===== config.mk =====
export PLATFORM = sky130hd
export DESIGN_NAME = obsidian_alu_seq
export DESIGN_NICKNAME = d
export VERILOG_FILES = /design/src/rtl/obsidian_pkg.sv /design/src/rtl/obsidian_alu_decode.sv /design/src/rtl/obsidian_alu_seq.sv
export SDC_FILE = /design/constraint.sdc
export NUM_CORES = 1
export LEC_CHECK = 0
export CAP_MARGIN = 40
export CORE_UTILIZATION = 44
export CTS_BUF_LIST = sky130_fd_sc_hd__clkbuf_8
export DETAILED_ROUTE_END_ITERATION = 12
export PLACE_DENSITY_LB_ADDON = 0.3
export SKIP_LAST_GASP = 1
export SLEW_MARGIN = 25
export SYNTH_ARGS = -nofsm -noshare
export SYNTH_HDL_FRONTEND = slang
export SYNTH_SLANG_ARGS = --single-unit

===== constraint.sdc =====
create_clock -name clk -period 5.8 [get_ports clk]
set_input_delay 1.16 -clock clk [delete_from_list [all_inputs] [get_ports clk]]
set_output_delay 1.16 -clock clk [all_outputs]
set_load 0.05 [all_outputs]

===== src/rtl/obsidian_pkg.sv =====
// Shared definitions for the obsidian datapath: ALU codes, R-type funct values,
// instruction field layout and the issue-sequencer state encoding.
package obsidian_pkg;

  localparam int XLEN = 32;
  localparam int RLEN = 5;

  localparam logic [2:0] ALU_OR  = 3'b000;
  localparam logic [2:0] ALU_ADD = 3'b001;
  localparam logic [2:0] ALU_AND = 3'b010;
  localparam logic [2:0] ALU_XOR = 3'b011;
  localparam logic [2:0] ALU_SUB = 3'b100;
  localparam logic [2:0] ALU_SRA = 3'b101;

  localparam logic [5:0] OP_RTYPE = 6'h00;
  localparam logic [5:0] FN_OR    = 6'h25;
  localparam logic [5:0] FN_ADD   = 6'h20;
  localparam logic [5:0] FN_AND   = 6'h24;
  localparam logic [5:0] FN_XOR   = 6'h26;
  localparam logic [5:0] FN_SUB   = 6'h22;
  localparam logic [5:0] FN_SRA   = 6'h03;

  // Field order fixes the bit positions: op[31:26] rs[25:21] rt[20:16] rd[15:11] shamt[10:6] funct[5:0]
  typedef struct packed {
    logic [5:0]      op;
    logic [RLEN-1:0] rs;
    logic [RLEN-1:0] rt;
    logic [RLEN-1:0] rd;
    logic [4:0]      shamt;
    logic [5:0]      funct;
  } rtype_t;

  typedef enum logic [2:0] {
    S_IDLE   = 3'd0,
    S_DECODE = 3'd1,
    S_READ   = 3'd2,
    S_EXEC   = 3'd3,
    S_WB     = 3'd4
  } state_e;

endpackage


===== src/rtl/obsidian_alu_decode.sv =====
// Combinational R-type decoder: op/funct to ALU control code plus legality.
module obsidian_alu_decode
  import obsidian_pkg::*;
(
  input  logic [5:0] op,
  input  logic [5:0] funct,
  output logic [2:0] alu_control,
  output logic       legal
);

  always_comb begin
    alu_control = ALU_OR;
    legal       = (op == OP_RTYPE);
    case (funct)
      FN_OR:   alu_control = ALU_OR;
      FN_ADD:  alu_control = ALU_ADD;
      FN_AND:  alu_control = ALU_AND;
      FN_XOR:  alu_control = ALU_XOR;
      FN_SUB:  alu_control = ALU_SUB;
      FN_SRA:  alu_control = ALU_SRA;
      default: legal       = 1'b0;
    endcase
  end

endmodule


===== src/rtl/obsidian_alu_seq.sv =====
// Five-state issue sequencer: accept, decode, read operands, capture ALU result,
// write back. Illegal words bounce straight back to IDLE with a one-cycle pulse.
module obsidian_alu_seq
  import obsidian_pkg::*;
(
  input  logic            clk,
  input  logic            rst,
  input  logic            instr_valid,
  output logic            instr_ready,
  input  logic [31:0]     instr,
  output logic [RLEN-1:0] rf_ra_addr,
  output logic [RLEN-1:0] rf_rb_addr,
  input  logic [XLEN-1:0] rf_ra_data,
  input  logic [XLEN-1:0] rf_rb_data,
  output logic [XLEN-1:0] alu_a,
  output logic [XLEN-1:0] alu_b,
  output logic [2:0]      alu_control,
  output logic [4:0]      alu_shamt,
  input  logic [XLEN-1:0] alu_c,
  output logic            wb_en,
  output logic [RLEN-1:0] wb_addr,
  output logic [XLEN-1:0] wb_data,
  output logic            illegal,
  output logic            busy
);

  state_e state, nxt;
  rtype_t iq;
  logic [2:0] dec_ctl;
  logic       dec_legal;

  obsidian_alu_decode u_dec (
    .op          (iq.op),
    .funct       (iq.funct),
    .alu_control (dec_ctl),
    .legal       (dec_legal)
  );

  always_ff @(posedge clk or posedge rst) begin
    if (rst) state <= S_IDLE;
    else     state <= nxt;
  end

  always_comb begin
    nxt = state;
    case (state)
      S_IDLE:   if (instr_valid && instr_ready) nxt = S_DECODE;
      S_DECODE: nxt = dec_legal ? S_READ : S_IDLE;
      S_READ:   nxt = S_EXEC;
      S_EXEC:   nxt = S_WB;
      S_WB:     nxt = S_IDLE;
      default:  nxt = S_IDLE;
    endcase
  end

  assign busy = (state != S_IDLE);

  always_ff @(posedge clk or posedge rst) begin
    if (rst) begin
      iq          <= '0;
      instr_ready <= 1'b0;
      illegal     <= 1'b0;
      wb_en       <= 1'b0;
      rf_ra_addr  <= '0;
      rf_rb_addr  <= '0;
      alu_control <= '0;
      alu_shamt   <= '0;
      wb_addr     <= '0;
      alu_a       <= '0;
      alu_b       <= '0;
      wb_data     <= '0;
    end else begin
      // Ready is registered from the next state so it is high exactly while in IDLE.
      instr_ready <= (nxt == S_IDLE);
      illegal     <= (state == S_DECODE) && !dec_legal;
      wb_en       <= (state == S_EXEC) && (wb_addr != '0);
      case (state)
        S_IDLE:   if (instr_valid && instr_ready) iq <= rtype_t'(instr);
        S_DECODE: if (dec_legal) begin
          rf_ra_addr  <= iq.rs;
          rf_rb_addr  <= iq.rt;
          alu_control <= dec_ctl;
          alu_shamt   <= iq.shamt;
          wb_addr     <= iq.rd;
        end
        S_READ: begin
          alu_a <= rf_ra_data;
          alu_b <= rf_rb_data;
        end
        S_EXEC:   wb_data <= alu_c;
        default:  ;
      endcase
    end
  end

endmodule


==> After elaboration in Yosys (flattened, before gate mapping) <==
Cells that the tools add are included.
{ "totals": {"ff_bits": 157, "latch_bits": 0, "ram_bits": 0, "romBits": 0, "in_bits": 131, "output_inout_bits": 123, "memories": 0} }
{ "classes": {"n_addsub": 0, "multipliers": 0, "div": 0, "magnitude_cmp": 0, "n_eq_ne": 9, "shift": 0, "n_mux": 5, "n_bitwise": 0, "reduce_logical": 12} }
{ "op_table": {"columns": ["op", "n"], "rows": [
  ["6-bit equality test (second input constant)", 5],
  ["3-bit one-hot mux with 5 select lines", 1],
  ["3-bit one-hot mux with 4 select lines", 1],
  ["3-bit by 2-bit equality test with 1-bit output (second input constant)", 2],
  ["6-bit by 2-bit equality test with 1-bit output (second input constant)", 1],
  ["3-bit zero test", 2],
  ["6-bit zero test", 1],
  ["6-bit OR reduction", 1],
  ["5-bit nonzero test", 1],
  ["2-bit AND reduction", 2],
  ["3-bit by 1-bit equality test with 1-bit output (second input constant)", 1],
  ["1-bit logical AND", 3],
  ["3-bit 2-to-1 mux", 1],
  ["3-bit nonzero test", 1],
  ["2-bit 2-to-1 mux", 1],
  ["1-bit zero test", 1],
  ["1-bit 2-to-1 mux", 1]
]} }

==> Depth between registers and ports, before layout <==
{ "logic_depth": {"ltp_word": 6, "depth_mapped": 5, "mapped_depth_nobuf": 4} }

==> Cells and area by module <==
From an unflattened synthesis, not the netlist that was laid out.
{ "hier_totals": {"hier_cells": 358, "hier_area_um2": 5958.2} }
{ "modules_own_cells": {"columns": ["mod", "n_inst", "cells_per_inst", "area_each_um2", "seq_area_each_um2"], "rows": [
  ["obsidian_alu_seq", 1, 342, 5849.4, 3928.8],
  ["obsidian_alu_decode", 1, 16, 108.9, 0.0]
]} }

==> Least setup slack after synthesis <==
No wires, ideal clock.
{ "synth_path": {"path_kind": "input port to flip-flop", "startpoint": "input instr_valid", "endpoint": "register iq[11] (netlist name)", "setup_time_ns": 0.125, "arrival_time_ns": 2.076, "t_required_ns": 5.675, "path_slack_ns": 3.599, "cell_stages": 4, "path_buffers": 1, "cell_sequence": "nand2_1 -> nor2_1 -> buf_2 -> mux2_2"} }
{ "synth_via": {"elab_chain_cells": 2} }
{ "synth_lines": {"columns": ["item", "line", "text"], "rows": [
  ["start, declared", "obsidian_alu_seq.sv:8", "input logic instr_valid,"],
  ["1-bit logical AND", "obsidian_alu_seq.sv:78", "S_IDLE: if (instr_valid && instr_ready) iq <= rtype_t'(instr);"],
  ["2-bit AND reduction (no source line)", null, null],
  ["end signal, assigned", "obsidian_alu_seq.sv:78", null],
  ["end, declared", "obsidian_alu_seq.sv:28", "rtype_t iq;"]
]} }
Every way passes these cells.
A chain may end at the register's enable or synchronous reset.

==> Worst setup path after layout <==
{ "layout_path": {"startpoint": "register state[1]", "endpoint": "output busy"} }
{ "layout_via": {"elab_chain_cells": 1} }
{ "layout_lines": {"columns": ["item", "line", "text"], "rows": [
  ["start, declared", "obsidian_alu_seq.sv:27", "state_e state, nxt;"],
  ["start signal, assigned", "obsidian_alu_seq.sv:41", "else state <= nxt;"],
  ["3-bit nonzero test", "obsidian_alu_seq.sv:56", "assign busy = (state != S_IDLE);"],
  ["end, declared", "obsidian_alu_seq.sv:24", "output logic busy"]
]} }
Every way passes these cells.

==> summary.txt <==
Status
  – Run status: complete, no violations

Synth
  – Compound-gate portion of the synthesized area: 1.15%
  – Top cells by area, synth: dfrtp_1 (66%), mux2_2 (19%), nand2_1 (6.2%)
  – Seq/Total Area, Yosys: 65.8%
  – Post-synth top cells: dfrtp_1 (157), mux2_2 (100), nand2_1 (98)
  – Mapped Area: 5970 sq um
  – Post-synth ARST share: 100%
  – Most common cell in the netlist: dfrtp_1
  – Post-Syn Area per Cell: 14.1 sq um
  – Post-synth EDFFs: 0
  – Post-synthesis cell count: 424
  – YS warnings: 0
  – Synth unique cells: 30
  – Top FF cell, synth: dfrtp_1
  – Synth Area in Adders: 0%
  – Main combinational cell family by area after synthesis: multiplexers
  – Yosys top cell area share: 65.8%
  – Largest area contributor in the synthesized netlist: dfrtp_1
  – #FFs+latches synth: 157
  – Post-synthesis mux area share: 23.0%
  – Simple-Gate Fraction of Synth Area: 8.00%
  – Syn nets: 555
  – Xor and xnor area share after synthesis: 0.147%

Floorplan
  – Rows: 42
  – Die H: 119 um
  – Total Die Area: 14000 sq um
  – Core Area: 13200 sq um
  – Starting Density: 45.1%
  – Die W: 119 um
  – I/O pins: 254

Place
  – Dpl hpwl: 10200 um
  – Port bufs: 253
  – Placer Congestion: 0.726
  – Pre-CTS setup slack: 2910 ps
  – Placed Cells incl. Taps: 842

Drt
  – Vias: 4191
  – Drt total wl: 14300 um
  – Routed WL per cell: 16.4 um
  – First DRT Iteration DRCs: 163
  – Vias/cell: 4.81
  – Post-DRT Antenna Nets: 0
  – DRC: 0
  – Iteration count of the initial detailed-routing pass: 4

Worst setup path
  – R2R Path Start: iq[5]
  – Crit-path max FO: 5
  – Crit end category: output pin
  – RR Endpoint: alu_shamt[0]
  – Critical Path RT: 4640 ps
  – Arrival @ worst endpoint: 1990 ps
  – Crit path launch type: flop
  – Worst R2R Path Depth: 5
  – Critical path class: flop to output pin
  – R2R setup slack: 3270 ps
  – Setup crit start: state[1]

STA
  – Max-slew headroom: 54.4%
  – Final setup fails: 0
  – Min Tclk post-route: 3150 ps
  – Final setup margin: 2650 ps
  – Max-slew violations: 0
  – Final Hold Fails: 0
  – Setup TNS: 0 ps
  – Worst Tran Pin Value: 682 ps
  – Max Clk Rate: 317 MHz
  – RSZ-0062 raised after global routing: no
  – Tcrit/Tclk final: 54.4%
  – Clock Skew: 10.5 ps

Min path
  – Min-Delay Path Class: flop to flop
  – Hold path cells: 2
  – Worst Hold Launch: wb_data[25]
  – Hold endpoint: wb_data[25]

Global route
  – Grt total ovfl: 0
  – Gr busiest metal: met2
  – Met3 usage in global routing: 7.14%
  – Largest net degree at the start of global routing: 72
  – GR met2 Demand/Resource: 35.7%
  – Initial antenna violation count: 0
  – Gr usage total: 21.5%
  – Number of global-route vias before repair: 4503
  – Grt met1 use: 25.6%
  – First-pass GRT wire length: 22900 um

Cells and area
  – Layout net count: 817
  – Post-Layout Cell Count: 872
  – Ant diodes: 0
  – Layout area overhead: 53.3%
  – Filler cells: 981
  – Fraction of layout cells with a size suffix above 1: 22.3%

Power
  – Cell internal pwr: 0.00224 W
  – Power share of the clock group: 24.1%
  – LEAKAGE: 4.11 nW
  – Peak supply drop: 0.211 mV
  – Logic pwr share: 34.4%
  – NetSw: 0.00119 W
  – Power Dens Cells: 374 nW/um^2
  – Sw Share: 34.7%
  – Sequential fraction of design power: 41.4%

Clock network
  – CTS tree: built
  – Post-CTS setup buffer count: 0
  – TritonCTS Buffers: 17
  – Worst skew pair latency: 440 ps
  – CTS H-tree depth: 4
  – Clk sink count: 157
  – Root Buffer: clkbuf_8
  – Hold bufs inserted after CTS: 0
  – CTS clk-pin slew, worst paths: 70 ps
  – Clk buf depth: 2
  – CTS resizes: 0

Run
  – Max-cap violation count: 0
## worst max-delay path: stages, from the launching register on
cell             delay [ps]
dfrtp_1                 410
or3_1                   430
clkdlybuf4s50_1         720
## layout by cell type, fill, tap and decap left out, types with 3 or more instances in the layout
master and n:
dfrtp_1 157, mux2_4 10, buf_4 5, inv_1 3, mux2_1 8, mux2_2 100, clkdlybuf4s50_1 253, nand2_1 98
clkinv_2 5, nor4_1 3, bufinv_16 3, clkbuf_8 21
## worst max-delay path by stage
stage	endpoint	slack (ps)
floorplan	alu_a[0]	410
global placement	alu_a[2]	2870
detailed placement	iq[10]	2910
CTS	busy	2590
global route	busy	2570
finish	busy	2650
## per-stage QoR
stage	hold WS, ps	utilization [%]	power, W	area [sq um]
after CTS	479	68.9	0.00346	9130
after floorplan	460	-	0.00216	5970
after global placement	457	65.6	0.00259	8680
after global routing	506	69.1	0.00357	9160
final	477	69.1	0.00343	9160
after detailed placement	461	65.9	0.00262	8720
## power by group through the flow
stage	combinational (W)	sequential [W]	clock, W
after floorplan	0.000247	0.00192	0
after global placement	0.00117	0.00143	0
after detailed placement	0.00118	0.00144	0
after CTS	0.00119	0.00142	0.000850
after global routing	0.00123	0.00145	0.000895
final	0.00118	0.00142	0.000826
## cell type report
cell class	count	area (sq um)	area share (%)
inverter	5	23.8	0.260
multi-input combinational	244	1940	21.2
timing repair buffer	261	2640	28.8
tap	176	220	2.41
clock inverter	8	115	1.26
sequential	157	3930	42.9
clock buffer	21	289	3.16
## per-layer routing
metal | wire, um | up-vias
li1 | - | 1950
met5 | 0 | -
met1 | 5730 | 2070
met4 | 323 | 0
met2 | 7330 | 147
met3 | 936 | 24
## logic make-up after synthesis
logic type	Yosys count
compound gates	8
buf+inv	23
flops	157
simple gates	116
mux	119
xor+xnor	1
## sequential cells by signal, summed over array words and instances (netlist names)
name         count
rf_rb_addr       5
alu_b           32
alu_shamt        5
wb_en            1
iq              32
alu_a           32
alu_control      3
wb_addr          5
rf_ra_addr       5
instr_ready      1
wb_data         32
state            3
illegal          1
Note: power is estimated with default switching activity, not from simulation.
